--- config.mk ---
export PLATFORM = sky130hd
export DESIGN_NAME = uart_tx_frame
export DESIGN_NICKNAME = d
export VERILOG_FILES = /design/src/rtl/uart_pkg.sv /design/src/rtl/uart_tx_bit_timer.sv /design/src/rtl/uart_tx_frame.sv
export SDC_FILE = /design/constraint.sdc
export NUM_CORES = 1
export LEC_CHECK = 0
export ABC_AREA = 1
export ABC_CLOCK_PERIOD_IN_PS = 4400
export CAP_MARGIN = 5
export CORE_AREA = 8 8 77 59
export DETAILED_ROUTE_END_ITERATION = 10
export DIE_AREA = 0 0 85 67
export GPL_TIMING_DRIVEN = 0
export PLACE_DENSITY = 0.91
export SLEW_MARGIN = 30
export SYNTH_ARGS = -nofsm -noshare
export SYNTH_HDL_FRONTEND = slang
export SYNTH_HIERARCHICAL = 1
export SYNTH_SLANG_ARGS = --single-unit
--- constraint.sdc ---
create_clock -name clk -period 4.4 [get_ports clk]
set_input_delay 0.44 -clock clk [delete_from_list [all_inputs] [get_ports clk]]
set_output_delay 0.44 -clock clk [all_outputs]
set_load 0.01 [all_outputs]
--- src/rtl/uart_pkg.sv ---
// Shared UART definitions for the TX and RX ends of the link.
package uart_pkg;

  localparam int unsigned UART_DATA_BITS = 8;
  localparam int unsigned UART_STOP_BITS = 1;
  localparam logic        PARITY_EVEN    = 1'b0;
  localparam logic        PARITY_ODD     = 1'b1;

  typedef enum logic [2:0] {
    IDLE   = 3'd0,
    START  = 3'd1,
    DATA   = 3'd2,
    PARITY = 3'd3,
    STOP   = 3'd4
  } tx_state_e;

endpackage

--- src/rtl/uart_tx_bit_timer.sv ---
// Per-bit edge counter and data bit index for the UART transmitter.
module uart_tx_bit_timer #(
  parameter int unsigned PRESC_WIDTH = 6,
  parameter int unsigned IDX_W       = 3
) (
  input  logic                   clk,
  input  logic                   rstn,
  input  logic                   en,
  input  logic                   data_phase,
  input  logic [PRESC_WIDTH-1:0] prescale_q,
  output logic                   bit_done,
  output logic [IDX_W-1:0]       bit_idx
);

  logic [PRESC_WIDTH-1:0] edge_cnt_q, edge_cnt_d;
  logic [IDX_W-1:0]       bit_idx_q, bit_idx_d;

  // prescale_q is never 0 here; the top maps a 0 request to 1 when latching
  assign bit_done = en && (edge_cnt_q == (prescale_q - PRESC_WIDTH'(1)));
  assign bit_idx  = bit_idx_q;

  always_comb begin
    edge_cnt_d = edge_cnt_q;
    bit_idx_d  = bit_idx_q;
    if (!en || bit_done) begin
      edge_cnt_d = '0;
    end else begin
      edge_cnt_d = edge_cnt_q + PRESC_WIDTH'(1);
    end
    if (!data_phase) begin
      bit_idx_d = '0;
    end else if (bit_done) begin
      bit_idx_d = bit_idx_q + IDX_W'(1);
    end
  end

  always_ff @(posedge clk or negedge rstn) begin
    if (!rstn) begin
      edge_cnt_q <= '0;
      bit_idx_q  <= '0;
    end else begin
      edge_cnt_q <= edge_cnt_d;
      bit_idx_q  <= bit_idx_d;
    end
  end

endmodule

--- src/rtl/uart_tx_frame.sv ---
// UART transmitter: 1 start, DATA_WIDTH data bits LSB first, optional parity, 1 stop.
module uart_tx_frame
  import uart_pkg::*;
#(
  parameter int unsigned DATA_WIDTH  = UART_DATA_BITS,
  parameter int unsigned PRESC_WIDTH = 6
) (
  input  logic                   clk,
  input  logic                   rstn,
  input  logic [DATA_WIDTH-1:0]  p_data,
  input  logic                   data_valid,
  input  logic                   parity_enable,
  input  logic                   parity_type,
  input  logic [PRESC_WIDTH-1:0] prescale,
  output logic                   tx_out,
  output logic                   busy
);

  localparam int unsigned IDX_W = (DATA_WIDTH > 1) ? $clog2(DATA_WIDTH) : 1;

  tx_state_e              state_q, state_d;
  logic [DATA_WIDTH-1:0]  data_q, data_d;
  logic                   par_en_q, par_en_d;
  logic                   par_bit_q, par_bit_d;
  logic [PRESC_WIDTH-1:0] presc_q, presc_d;
  logic                   tx_q, tx_d;
  logic                   busy_q, busy_d;

  logic                   bit_done;
  logic [IDX_W-1:0]       bit_idx;
  logic                   last_bit;

  uart_tx_bit_timer #(
    .PRESC_WIDTH (PRESC_WIDTH),
    .IDX_W       (IDX_W)
  ) u_bit_timer (
    .clk        (clk),
    .rstn       (rstn),
    .en         (state_q != IDLE),
    .data_phase (state_q == DATA),
    .prescale_q (presc_q),
    .bit_done   (bit_done),
    .bit_idx    (bit_idx)
  );

  assign last_bit = (bit_idx == IDX_W'(DATA_WIDTH - 1));
  assign tx_out   = tx_q;
  assign busy     = busy_q;

  // Outputs are computed for the state being entered so the line changes on the same edge
  always_comb begin
    state_d   = state_q;
    data_d    = data_q;
    par_en_d  = par_en_q;
    par_bit_d = par_bit_q;
    presc_d   = presc_q;
    tx_d      = 1'b1;
    busy_d    = 1'b1;
    unique case (state_q)
      IDLE: begin
        busy_d = 1'b0;
        if (data_valid) begin
          state_d   = START;
          data_d    = p_data;
          par_en_d  = parity_enable;
          par_bit_d = (^p_data) ^ (parity_type == PARITY_ODD);
          presc_d   = (prescale == '0) ? PRESC_WIDTH'(1) : prescale;
          tx_d      = 1'b0;
          busy_d    = 1'b1;
        end
      end
      START: begin
        tx_d = 1'b0;
        if (bit_done) begin
          state_d = DATA;
          tx_d    = data_q[0];
        end
      end
      DATA: begin
        tx_d = data_q[bit_idx];
        if (bit_done) begin
          if (!last_bit) begin
            tx_d = data_q[bit_idx + IDX_W'(1)];
          end else if (par_en_q) begin
            state_d = PARITY;
            tx_d    = par_bit_q;
          end else begin
            state_d = STOP;
            tx_d    = 1'b1;
          end
        end
      end
      PARITY: begin
        tx_d = par_bit_q;
        if (bit_done) begin
          state_d = STOP;
          tx_d    = 1'b1;
        end
      end
      STOP: begin
        if (bit_done) begin
          state_d = IDLE;
          busy_d  = 1'b0;
        end
      end
      default: begin
        state_d = IDLE;
        tx_d    = 1'b1;
        busy_d  = 1'b0;
      end
    endcase
  end

  always_ff @(posedge clk or negedge rstn) begin
    if (!rstn) begin
      state_q   <= IDLE;
      data_q    <= '0;
      par_en_q  <= 1'b0;
      par_bit_q <= 1'b0;
      presc_q   <= '0;
      tx_q      <= 1'b1;
      busy_q    <= 1'b0;
    end else begin
      state_q   <= state_d;
      data_q    <= data_d;
      par_en_q  <= par_en_d;
      par_bit_q <= par_bit_d;
      presc_q   <= presc_d;
      tx_q      <= tx_d;
      busy_q    <= busy_d;
    end
  end

endmodule

### Word-level counts from Yosys, hierarchy flattened

Index checks and enable logic that the tools add are counted.

| word-level totals | value |
|---|---|
| register bits | 30 |

| operators by class | value |
|---|---|
| mux-type cells | 26 |
| add/sub/neg operators | 3 |
| bitwise operators | 1 |
| eq/ne operators | 12 |
| reduce and logical (&&, ||, !) cells | 10 |
| $lt $le $gt $ge | 2 |

Operator list:

| operator | number |
|---|---|
| 3-bit two-way mux | 9 |
| 3-bit one-hot mux with 5 select lines | 1 |
| 6-bit two-way mux | 2 |
| 1-bit two-way mux | 10 |
| 3-bit by 4-bit < comparator with 1-bit output, second input constant | 2 |
| 8-bit XOR reduction | 1 |
| 6-bit by 1-bit adder with 6-bit output, second input constant | 1 |
| 1-bit binary-select mux with 3-bit select | 2 |
| 3-bit by 2-bit equality test with 1-bit output, second input constant | 2 |
| 3-bit equality test, second input constant | 2 |
| 6-bit equality test | 1 |
| 6-bit zero test | 1 |
| 2-bit by 1-bit != test with 1-bit output, second input constant | 3 |
| 2-bit != test, second input constant | 3 |
| 6-bit AND reduction | 1 |
| 6-bit by 1-bit subtractor with 6-bit output, second input constant | 1 |
| 1-bit one-hot mux with 4 select lines | 1 |
| 3-bit by 1-bit adder with 3-bit output, second input constant | 1 |
| 3-bit by 1-bit equality test with 1-bit output, second input constant | 1 |
| 3-bit zero test | 1 |
| 1-bit one-hot mux with 3 select lines | 1 |
| 3-bit nonzero test | 1 |
| 3-bit OR reduction | 1 |
| 2-bit AND reduction | 1 |
| 4 further kinds | 4 |

### Logic depth before layout (Yosys ltp)

| depth | value |
|---|---|
| depth after elaboration | 6 |
| mapped depth | 16 |
| gate-level depth less buffers | 16 |

### Hierarchy

Netlist, hierarchy kept.

By module, submodules not included:

| module | area an instance (um^2) | sequential area each (um^2) | cells each | times used |
|---|---|---|---|---|
| uart_tx_frame | 1263.7 | 526.8 | 171 | 1 |
| uart_tx_bit_timer | 663.1 | 225.2 | 102 | 1 |

### Worst setup path after synthesis

OpenSTA, ideal clock, no wires.

| path | value |
|---|---|
| path type | register to register |
| from | reg presc_q[0] |
| to | reg state_q[1] |
| buffers on the path | 0 |
| setup time | 126 ps |
| data required time | 4274 ps |
| stages on the path, launching flop included | 16 |
| clock period less this slack | 2020 ps |
| arrival | 1895 ps |
| slack | 2380 ps |
| cells stage by stage | dfrtp_1 -> inv_2 -> ha_1 -> inv_1 -> nand2_1 -> nand2_1 -> nor2_1 -> nand2_1 -> nor2_2 -> nand3_2 -> nor2_4 -> inv_1 -> o21ai_0 -> o2111ai_2 -> nand2_1 -> o21ai_1 |

| on the way | value |
|---|---|
| longest elaborated chain between the ends | 5 |
| elaborated cells between the ends (all ways) | 8 |
| those cells by class | 1 x add/sub; 5 x eq/ne; 2 x reduce/logical |

RTL lines:

| item | RTL line | text |
|---|---|---|
| from (decl) | uart_tx_frame.sv:25 | `logic [PRESC_WIDTH-1:0] presc_q, presc_d;` |
| from (signal assigned) | uart_tx_frame.sv:128 | `presc_q <= presc_d;` |
| 6-bit by 1-bit subtractor with 6-bit output (*) | uart_tx_bit_timer.sv:19 | `assign bit_done = en && (edge_cnt_q == (prescale_q - PRESC_WIDTH'(1)));` |
| 6-bit equality test (*) | uart_tx_bit_timer.sv:19 |  |
| 1-bit logical AND (*) | uart_tx_bit_timer.sv:19 |  |
| via bit_done | uart_tx_frame.sv:29 | `logic bit_done;` |
| 2-bit by 1-bit != test with 1-bit output (no source line) / 2-bit != test (equally long branches) | - |  |
| 6-bit AND reduction (no source line) (*) | - |  |
| to (signal assigned) | uart_tx_frame.sv:124 | `state_q <= state_d;` |
| to (decl) | uart_tx_frame.sv:21 | `tx_state_e state_q, state_d;` |

The timed path passes the listed nets; every way through them passes the cells marked *.
A chain may end at the register's enable or synchronous reset.

### Final worst setup path

Same ends and word-level chain as after synthesis.

==> qor.yml <==
outcome:
  status: "complete, no violations"
place:
  dpl_cell_area_um2: 2172
  port_buffers: 20
  place_ws_ps: 2100
  hpwl_mm: 3.175
  gp_congestion: 0.9211
route:
  wl_per_cell_um: 12.22
  top_layer_used: "met4"
  via_per_inst: 5.158
  wirelength_mm: 4.168
  wl_met1_mm: 2.067
  antenna_left: 0
  dr.pass1.iters: 4
  drc: 0
  met2_length_mm: 1.841
  vias: 1759
  drtIter0Drc: 84
  dr_wl_met3_um: 158
critical_path:
  startpoint: "presc_q[0]"
  worstSetupEndpointType: "flip-flop"
  slowest_stage: "dfrtp_1"
  endpoint: "state_q[1]"
  worst-path-max-fanout: 6
  cp-start-kind: "flip-flop"
  reg2regPathDepth: 15
  r2r-end: "state_q[1]"
  reg2reg_slack_ps: 2060
  worstSetupPathType: "reg2reg"
  rr_startpoint: "presc_q[0]"
  path_cells: "inv_2 > ha_1 > inv_1 > nand2_1 > nand2_1 > nor2_1 > nand2_1 > nor2_2 > nand3_2 > nor2_4 > inv_1 > o21ai_0 > o2111ai_2 > nand2_1 > o21ai_1"
  slowest_delay_ps: 390
  crit_path_frequent_cell: "nand2_1"
  arrival_ps: 2510
  crit_required_ps: 4570
global_route:
  grt_pass1_vias: 1670
  grt_antenna_before_repair: 0
  grt-ovfl-total: 0
  grt_pass1_wl_mm: 7.210
  grt_usage_pct: 16.19
  grt_max_degree: 31
yosys:
  ys_types: 28
  avgSynthCellArea_um2: 7.058
  yosysTopAreaCell: "dfrtp_1"
  synth_seq_area_share_pct: 39.03
  syn_inst: 273
  syn_area_um2: 1927
  synth_seq_cells: 30
  syn_nets: 297
  yosysTopAreaCellShare_pct: 37.66
  ys_top_cells_by_area: "dfrtp_1 (38%), nand2_1 (20%), nand3_1 (8.1%)"
  yosysWarnings: 6
power_and_ir_drop:
  max-vdd-ir-drop_uv: 347.4
  leakage_nw: 1.195
  p_per_area_nw_per_um2: 629.9
die:
  core_um2: 3356
  initial_utilization_pct: 57.42
  dieArea_um2: 5695
  fp.dieH_um: 67
  ios: 21
  dieWidth_um: 85
  num_rows: 18
timing:
  timing.slew.headroom_pct: 56.55
  slew_violations: 0
  finalSetupViolCount: 0
  worst_pin_slew_ps: 651.8
  post-route-period-util_pct: 53.08
  rsz0062_at_grt: "false"
  fmax_ghz: 0.4282
  finalSetupTns_ps: 0
  clock_skew_ps: 7.125
  hold_viol: 0
  period_minus_slack_ps: 2335
  setup_ws_ps: 2065
clock_network:
  root_buffer: "clkbuf_8"
  cts_max_level: 2
  cts_sinks: 30
  postCtsHoldBufs: 0
  cts-buffers-inserted: 5
  cts_tree: "yes"
  clk_transition_reported_paths_ps: 70
  cts_resized: 0
  worstSkewPairLatency_ps: 290
  cts_buffer_depth: 2
  post-cts-setup-buffers: 0
final_layout:
  design_area_um2: 2282
  area_delta_synth_final_pct: 18.44
  drive_gt1_share_pct: 8.970
  final_nets: 324
  diodes: 0
  nFillCells: 283
worst_hold_path:
  hp-class: "in2async"
run:
  cap_violations: 0
==> power by group <==
group / switching (mW) / internal [mW] / total, mW
sequential: 0.109 / 0.392 / 0.501
clock: 0.112 / 0.169 / 0.281
combinational: 0.403 / 0.253 / 0.655
total: 0.624 / 0.814 / 1.44
==> routing by layer <==
metal / track usage, % / up-vias
met3: 3.194 / 8
met5: 0 / -
met2: 26.02 / 42
met1: 19.87 / 792
met4: 9.934 / 0
li1: - / 917
==> layout by cell type (no fill, tap or decap), drive strengths merged <==
cell | netlist | routed
clkbuf | 0 | 6
inv | 40 | 40
o31ai | 1 | 1
o2111ai | 1 | 1
nand2 | 103 | 103
ha | 5 | 5
a21oi | 4 | 4
xor2 | 4 | 4
dfrtp | 29 | 29
buf | 3 | 4
o211ai | 2 | 2
clkdlybuf4s50 | 0 | 19
dfstp | 1 | 1
nor4 | 1 | 1
bufinv | 0 | 1
xnor2 | 4 | 4
o21ai | 15 | 15
clkinvlp | 0 | 1
nor2 | 22 | 22
nor3 | 2 | 2
nand4 | 1 | 1
nand3 | 33 | 33
nand3b | 2 | 2
==> cells by family (layout without fill, tap and decap cells) <==
logic type	after synthesis	after routing	share of synthesized area, %
buffers and inverters	43	71	9.675
AOI/OAI and AO/OA	23	23	6.883
adders and majority gates	5	5	3.247
xor gates and xnor gates	8	8	3.636
and+or+nand+nor	164	164	37.53
DFF	30	30	39.03
==> synthesized netlist by cell type (all sizes together) <==
cell type and count:
inv 40, xnor2 4, nor3 2, dfrtp 29
o211ai 2, nor4 1, a21oi 4, o31ai 1
nor2 22, nand2 103, nand3 33, o21ai 15
nand4 1, buf 3, xor2 4, ha 5
nand3b 2, o2111ai 1, dfstp 1
==> final cells by class <==
type | count | area (µm²) | share of cell area, %
plain buffers | 3 | 33.78 | 1.480
clock buffers | 6 | 72.57 | 3.180
clock inverters | 2 | 37.54 | 1.645
inverters | 40 | 152.6 | 6.689
multi-input cells | 200 | 988.4 | 43.31
flip-flops and latches | 30 | 752.0 | 32.95
well taps | 40 | 50.05 | 2.193
repair buffers | 20 | 195.2 | 8.553
==> registers in the layout (all words and copies together), names as in the netlist <==
signal and flops:
u_bit_timer/edge_cnt_q 6, u_bit_timer/bit_idx 3, tx_out 1, state_q 3, busy 1, par_en_q 1
data_q 8, presc_q 6, par_bit_q 1
==> worst min-delay path by stage <==
stage	start	end	cells past startpoint
6_report	rstn	presc_q[1]	1
5_1_grt	rstn	u_bit_timer/edge_cnt_q[0]	1
4_1_cts	rstn	u_bit_timer/edge_cnt_q[0]	1
3_5_place_dp	data_q[3]	data_q[3]	2
3_3_place_gp	data_q[3]	data_q[3]	2
2_1_floorplan	rstn	busy	0
==> critical path, delay by kind of cell, from the launching register on <==
| family | cells | cell delay (ps) |
|---|---|---|
| flops | 1 | 390 |
| compound gates | 3 | 490 |
| fa+ha+maj | 1 | 300 |
| simple gates | 8 | 790 |
| buf+inv | 3 | 220 |
==> through the flow <==
step,power [mW],hold slack [ps],cells,utilization (%)
after CTS,1.439,198.1,341,68.01
after global placement,1.117,478.8,333,64.88
after floorplan,0.9853,144.4,273,-
after global routing,1.557,227.8,341,68.01
final,1.438,166.5,341,68.01
after detailed placement,1.151,484.0,333,64.73
Note: power is estimated with default switching activity, not from simulation.
